===== src/rtl/mips_fwd_mux_reg_if.sv =====
// Operand-forwarding bus: flattened source operands and control toward the mux,
// and the registered operand, valid bit and forwarding statistics returned.
interface mips_fwd_mux_reg_if #(
  parameter int SIZE       = 32,
  parameter int NUM_INPUTS = 3,
  parameter int SEL_W      = 2,
  parameter int CNT_W      = 16
);
  logic [NUM_INPUTS*SIZE-1:0] Inputs;
  logic [SEL_W-1:0]           ControlSignal;
  logic                       InValid;
  logic                       Stall;
  logic                       Flush;
  logic                       CountClr;
  logic [SIZE-1:0]            Output;
  logic                       OutValid;
  logic [CNT_W-1:0]           FwdCount;
  logic                       SelError;

  modport master (
    output Inputs, ControlSignal, InValid, Stall, Flush, CountClr,
    input  Output, OutValid, FwdCount, SelError
  );

  modport slave (
    input  Inputs, ControlSignal, InValid, Stall, Flush, CountClr,
    output Output, OutValid, FwdCount, SelError
  );
endinterface


===== src/rtl/mips_fwd_mux_reg.sv =====
// N:1 EX-stage operand-forwarding mux, 1-cycle registered; Stall holds, Flush bubbles.
// Optional sticky illegal-select flag built only with MIPS_FWD_SEL_CHECK_EN defined.
module mips_fwd_mux_reg #(
  parameter int SIZE       = 32,
  parameter int NUM_INPUTS = 3,
  parameter int SEL_W      = 2,
  parameter int CNT_W      = 16
) (
  input  logic             Clk,
  input  logic             Reset_n,
  mips_fwd_mux_reg_if.slave bus
);

  localparam logic [31:0] NUM_IN_U = 32'(NUM_INPUTS);

  logic [31:0]      sel_ext;
  logic             sel_legal;
  logic             sel_fwd;
  logic             accept;
  logic [SIZE-1:0]  sel_dat;

  logic [SIZE-1:0]  out_q, out_d;
  logic             vld_q, vld_d;
  logic [CNT_W-1:0] cnt_q, cnt_d;

  assign sel_ext   = 32'(bus.ControlSignal);
  assign sel_legal = sel_ext < NUM_IN_U;
  assign sel_fwd   = sel_legal && (sel_ext != 32'd0);
  assign accept    = bus.InValid && !bus.Stall && !bus.Flush;

  // Out-of-range selects fall back to the register-file path (source 0).
  always_comb begin
    sel_dat = bus.Inputs[0 +: SIZE];
    for (int k = 1; k < NUM_INPUTS; k++) begin
      if (sel_ext == 32'(k)) begin
        sel_dat = bus.Inputs[k*SIZE +: SIZE];
      end
    end
  end

  always_comb begin
    out_d = out_q;
    vld_d = vld_q;
    if (bus.Flush) begin
      out_d = '0;
      vld_d = 1'b0;
    end else if (!bus.Stall) begin
      out_d = sel_dat;
      vld_d = bus.InValid;
    end
  end

  always_comb begin
    cnt_d = cnt_q;
    if (bus.CountClr) begin
      cnt_d = '0;
    end else if (accept && sel_fwd && (cnt_q != {CNT_W{1'b1}})) begin
      cnt_d = cnt_q + CNT_W'(1);
    end
  end

  always_ff @(posedge Clk or negedge Reset_n) begin
    if (!Reset_n) begin
      out_q <= '0;
      vld_q <= 1'b0;
      cnt_q <= '0;
    end else begin
      out_q <= out_d;
      vld_q <= vld_d;
      cnt_q <= cnt_d;
    end
  end

  assign bus.Output   = out_q;
  assign bus.OutValid = vld_q;
  assign bus.FwdCount = cnt_q;

`ifdef MIPS_FWD_SEL_CHECK_EN
  logic err_q, err_d;

  always_comb begin
    err_d = err_q;
    if (bus.CountClr) begin
      err_d = 1'b0;
    end else if (accept && !sel_legal) begin
      err_d = 1'b1;
    end
  end

  always_ff @(posedge Clk or negedge Reset_n) begin
    if (!Reset_n) begin
      err_q <= 1'b0;
    end else begin
      err_q <= err_d;
    end
  end

  assign bus.SelError = err_q;
`else
  assign bus.SelError = 1'b0;
`endif

endmodule


===== src/flat_wrapper.sv =====
// flat-port wrapper written by rule: the top's interface ports become plain ports
module mips_fwd_mux_reg_flat 
#(
  parameter int SIZE       = 32,
  parameter int NUM_INPUTS = 3,
  parameter int SEL_W      = 2,
  parameter int CNT_W      = 16
)
  (Clk, Reset_n, bus_Inputs, bus_ControlSignal, bus_InValid, bus_Stall, bus_Flush, bus_CountClr, bus_Output, bus_OutValid, bus_FwdCount, bus_SelError);
  mips_fwd_mux_reg_if #(.SIZE(SIZE), .NUM_INPUTS(NUM_INPUTS), .SEL_W(SEL_W), .CNT_W(CNT_W)) bus_i ();
  input  logic Clk;
  input  logic Reset_n;
  input wire logic [$bits(bus_i.Inputs)-1:0] bus_Inputs;
  input wire logic [$bits(bus_i.ControlSignal)-1:0] bus_ControlSignal;
  input wire logic [$bits(bus_i.InValid)-1:0] bus_InValid;
  input wire logic [$bits(bus_i.Stall)-1:0] bus_Stall;
  input wire logic [$bits(bus_i.Flush)-1:0] bus_Flush;
  input wire logic [$bits(bus_i.CountClr)-1:0] bus_CountClr;
  output wire logic [$bits(bus_i.Output)-1:0] bus_Output;
  output wire logic [$bits(bus_i.OutValid)-1:0] bus_OutValid;
  output wire logic [$bits(bus_i.FwdCount)-1:0] bus_FwdCount;
  output wire logic [$bits(bus_i.SelError)-1:0] bus_SelError;
  assign bus_i.Inputs = bus_Inputs;
  assign bus_i.ControlSignal = bus_ControlSignal;
  assign bus_i.InValid = bus_InValid;
  assign bus_i.Stall = bus_Stall;
  assign bus_i.Flush = bus_Flush;
  assign bus_i.CountClr = bus_CountClr;
  assign bus_Output = bus_i.Output;
  assign bus_OutValid = bus_i.OutValid;
  assign bus_FwdCount = bus_i.FwdCount;
  assign bus_SelError = bus_i.SelError;
  mips_fwd_mux_reg #(.SIZE(SIZE), .NUM_INPUTS(NUM_INPUTS), .SEL_W(SEL_W), .CNT_W(CNT_W)) u_core (.Clk(Clk), .Reset_n(Reset_n), .bus(bus_i));
endmodule

===== config.mk =====
export PLATFORM = sky130hd
export DESIGN_NAME = mips_fwd_mux_reg_flat
export DESIGN_NICKNAME = d
export VERILOG_FILES = /design/src/rtl/mips_fwd_mux_reg_if.sv /design/src/rtl/mips_fwd_mux_reg.sv /design/src/flat_wrapper.sv
export SDC_FILE = /design/constraint.sdc
export NUM_CORES = 1
export LEC_CHECK = 0
export CORE_ASPECT_RATIO = 0.75
export CORE_MARGIN = 3
export CORE_UTILIZATION = 36
export CTS_CLUSTER_SIZE = 25
export DETAILED_ROUTE_END_ITERATION = 6
export MAX_ROUTING_LAYER = met4
export PLACE_DENSITY = 0.74
export REMOVE_ABC_BUFFERS = 1
export SLEW_MARGIN = 20
export SYNTH_ARGS = -nofsm -noshare
export SYNTH_HDL_FRONTEND = slang
export SYNTH_SLANG_ARGS = --single-unit

===== constraint.sdc =====
create_clock -name Clk -period 1.86 [get_ports Clk]
set_input_delay 0.372 -clock Clk [delete_from_list [all_inputs] [get_ports Clk]]
set_output_delay 0.372 -clock Clk [all_outputs]
set_load 0.03 [all_outputs]

==> impl_metrics.json <==
{
  "status": "complete, no violations",
  "seq_area_frac_synth": 0.417,
  "die_area_um2": 9300,
  "p_int_uw": 1790,
  "seqPwrFrac": 0.461,
  "grt_pass1_vias": 2874,
  "start_util": 0.385,
  "design.portCount": 154,
  "avgSynthCellArea_um2": 9.33,
  "cts_sinks": 49,
  "netlist_area_um2": 2940,
  "comb_power_share": 0.299,
  "drc_errors": 0,
  "synthCells": 315,
  "r2r-end": "u_core.bus.FwdCount[0]",
  "yosysUniqueCellTypes": 33,
  "peakVddDrop_uv": 314,
  "p_clk_frac": 0.241,
  "critPathKind": "flip-flop to output pin",
  "core_area_um2": 7630,
  "nNetsFinal": 576,
  "drv_cap": 0,
  "worstSetupStartpointType": "flip-flop",
  "end_kind": "output pin",
  "skew_ns": 0.00746,
  "ant_nets": 0,
  "grt.busiest_layer": "met2",
  "p_per_area_nw_per_um2": 520,
  "setup_violations": 0,
  "numCtsBuffers": 5,
  "synth.top_cell.area_share": 0.417,
  "gr-usage-met2": 0.316,
  "clk_latency_ns": 0.29,
  "swShare": 0.280,
  "power_uw": 2480,
  "setup_slack_ns": 0.0403,
  "drt_pass1_iterations": 4,
  "gp_congestion": 0.826,
  "crit_path_top_delay_cell": "clkdlybuf4s50_1",
  "rrSetupSlack_ns": 0.11,
  "drv_slew": 0,
  "grt_max_degree": 34,
  "critPathMaxStageDelay_ns": 0.71,
  "yosys_warnings": 0,
  "drt_iter0_drc": 61,
  "yosys-top-cells-area": "dfrtp_1 (42%), mux2i_1 (22%), o21ai_0 (6.1%)",
  "grt_antenna_before_repair": 2,
  "period_needed_ns": 1.82,
  "fin_cells": 574,
  "grt_first_pass_wirelength_um": 13900,
  "fillers": 671,
  "routed_wl_um": 8990,
  "overflow": 0,
  "use_met3": 0.0423,
  "r2r_cells": 5,
  "grtUsageMet1": 0.246,
  "grt_usage": 0.195,
  "drive_gt1_frac": 0.0809,
  "cts_buffer_depth": 2,
  "clk_pin_slew_ns": 0.09,
  "dpl.cell_count": 562,
  "fmax_mhz": 550,
  "crit_family": "buffers and inverters",
  "tightest_slew_ns": 0.557,
  "hold_violations": 0,
  "rsz0062_at_grt": "false",
  "preCtsSetupSlack_ns": -0.651,
  "p_leak_uw": 0.00210,
  "hold_class": "primary input to asynchronous set/reset pin",
  "switching_power_uw": 695,
  "cp_max_fo": 5,
  "crit_chain": "clkdlybuf4s50_1",
  "die_height_um": 84.3,
  "wl_per_cell_um": 15.7,
  "period_share": 0.978,
  "relSlewSlack": 0.629,
  "htree_num_levels": 2,
  "cts-root-buf": "clkbuf_8",
  "synth_top_area_cell": "dfrtp_1",
  "via_per_inst": 5.01,
  "via_count": 2875,
  "rows": 27,
  "die_w_um": 110,
  "cp.arrival_ns": 1.45,
  "post-dp-hpwl_um": 7150,
  "area_delta_synth_final_pct": 62.4,
  "port_buffers": 152,
  "path_buf_inv": 1,
  "r2r_start": "u_core.bus.FwdCount[0]",
  "cp_data_required_time_ns": 1.49,
  "cts_tree": "built",
  "synth_seq_cells": 49
}
==> synth_stat cells, drive strengths merged <==
cell    count
mux2i      66
dfrtp      49
nor2       36
o21ai      36
nand2      34
clkbuf     14
a21oi      11
buf         9
o31ai       7
nand4       6
or4         6
inv         5
nand3       5
or3         5
ha          3
nor2b       3
a31oi       2
and2        2
and3        2
and4        2
mux2        2
nand2b      2
nor3        2
a211oi      1
a41oi       1
and4bb      1
conb        1
nor4        1
nor4b       1
==> power by group through the flow <==
stage	logic, µW	clock network (µW)	registers, µW
after floorplan	193	0	1260
after global placement	735	0	1160
after detailed placement	748	0	1160
after CTS	749	621	1140
after global routing	801	668	1150
final	741	597	1140
==> cells by family after synthesis <==
| logic type | share of synthesized area |
|---|---|
| and+or+nand+nor | 0.187 |
| other | 0.00128 |
| muxes | 0.232 |
| adders and majority gates | 0.0128 |
| buffers and inverters | 0.0421 |
| DFF | 0.417 |
| AOI/OAI and AO/OA | 0.108 |
==> per-stage QoR <==
step | instance area, µm² | utilization | hold slack [ns] | setup TNS, ns
finish | 4780 | 0.626 | 0.0498 | 0
global route | 4770 | 0.625 | 0.0807 | 0
CTS | 4740 | 0.621 | 0.0646 | 0
detailed placement | 4670 | 0.611 | 0.387 | -11.95
global placement | 4670 | 0.611 | 0.374 | -9.62
floorplan | 2840 | - | 0.0764 | -12.83
==> worst max path at each step <==
stage | from | endpoint | depth (start not counted)
finish | u_core.bus.FwdCount[10] | bus_FwdCount[10] | 1
global route | bus_ControlSignal[0] | u_core.bus.FwdCount[14] | 7
CTS | u_core.bus.FwdCount[2] | bus_FwdCount[2] | 2
detailed placement | bus_ControlSignal[0] | u_core.bus.FwdCount[2] | 8
global placement | bus_ControlSignal[0] | u_core.bus.FwdCount[14] | 7
floorplan | bus_ControlSignal[1] | u_core.bus.Output[0] | 6
==> state kept, by name (all words and copies together), names as in the netlist <==
| signal | cells |
|---|---|
| u_core.bus.FwdCount | 16 |
| u_core.bus.OutValid | 1 |
| u_core.bus.Output | 32 |
==> timing repair <==
item                       4_1_cts  5_1_grt
hold buffers                     0        0
setup endpoints to repair       18        7
pin swaps                        6        1
gates resized for setup         15        6
setup buffers                    0        1
cloned                           0        0
==> final cells by class <==
| type | instances | area [µm²] | share of cell area |
|---|---|---|---|
| Multi-Input combinational cell | 238 | 1610 | 0.338 |
| Inverter | 5 | 18.8 | 0.00393 |
| Tap cell | 101 | 126 | 0.0265 |
| Sequential cell | 49 | 1230 | 0.257 |
| Clock buffer | 8 | 80.1 | 0.0168 |
| Timing Repair Buffer | 170 | 1700 | 0.357 |
| Antenna cell | 3 | 7.51 | 0.00157 |
==> layout by cell type (no fill, tap or decap), drive strengths merged, types with 3 or more instances in the layout <==
cell / n
clkdlybuf4s50: 139
or3: 5
o31ai: 7
dlymetal6s2s: 4
buf: 22
nor2b: 3
inv: 5
nor2: 36
a21oi: 11
nand3: 5
clkbuf: 8
dfrtp: 49
diode: 3
mux2i: 66
nand2: 34
dlygate4sd2: 5
ha: 3
o21ai: 36
nand4: 6
or4: 6
==> routing by layer <==
layer  vias to the layer above  wire length [µm]  part of all wire
met5                         -                 0                 0
met4                         0               137             0.015
met3                         8               755             0.084
met2                       116              4180              0.46
met1                      1321              3920              0.44
li1                       1430                 -                 -
No activity file was read; power rests on OpenSTA's default activity.
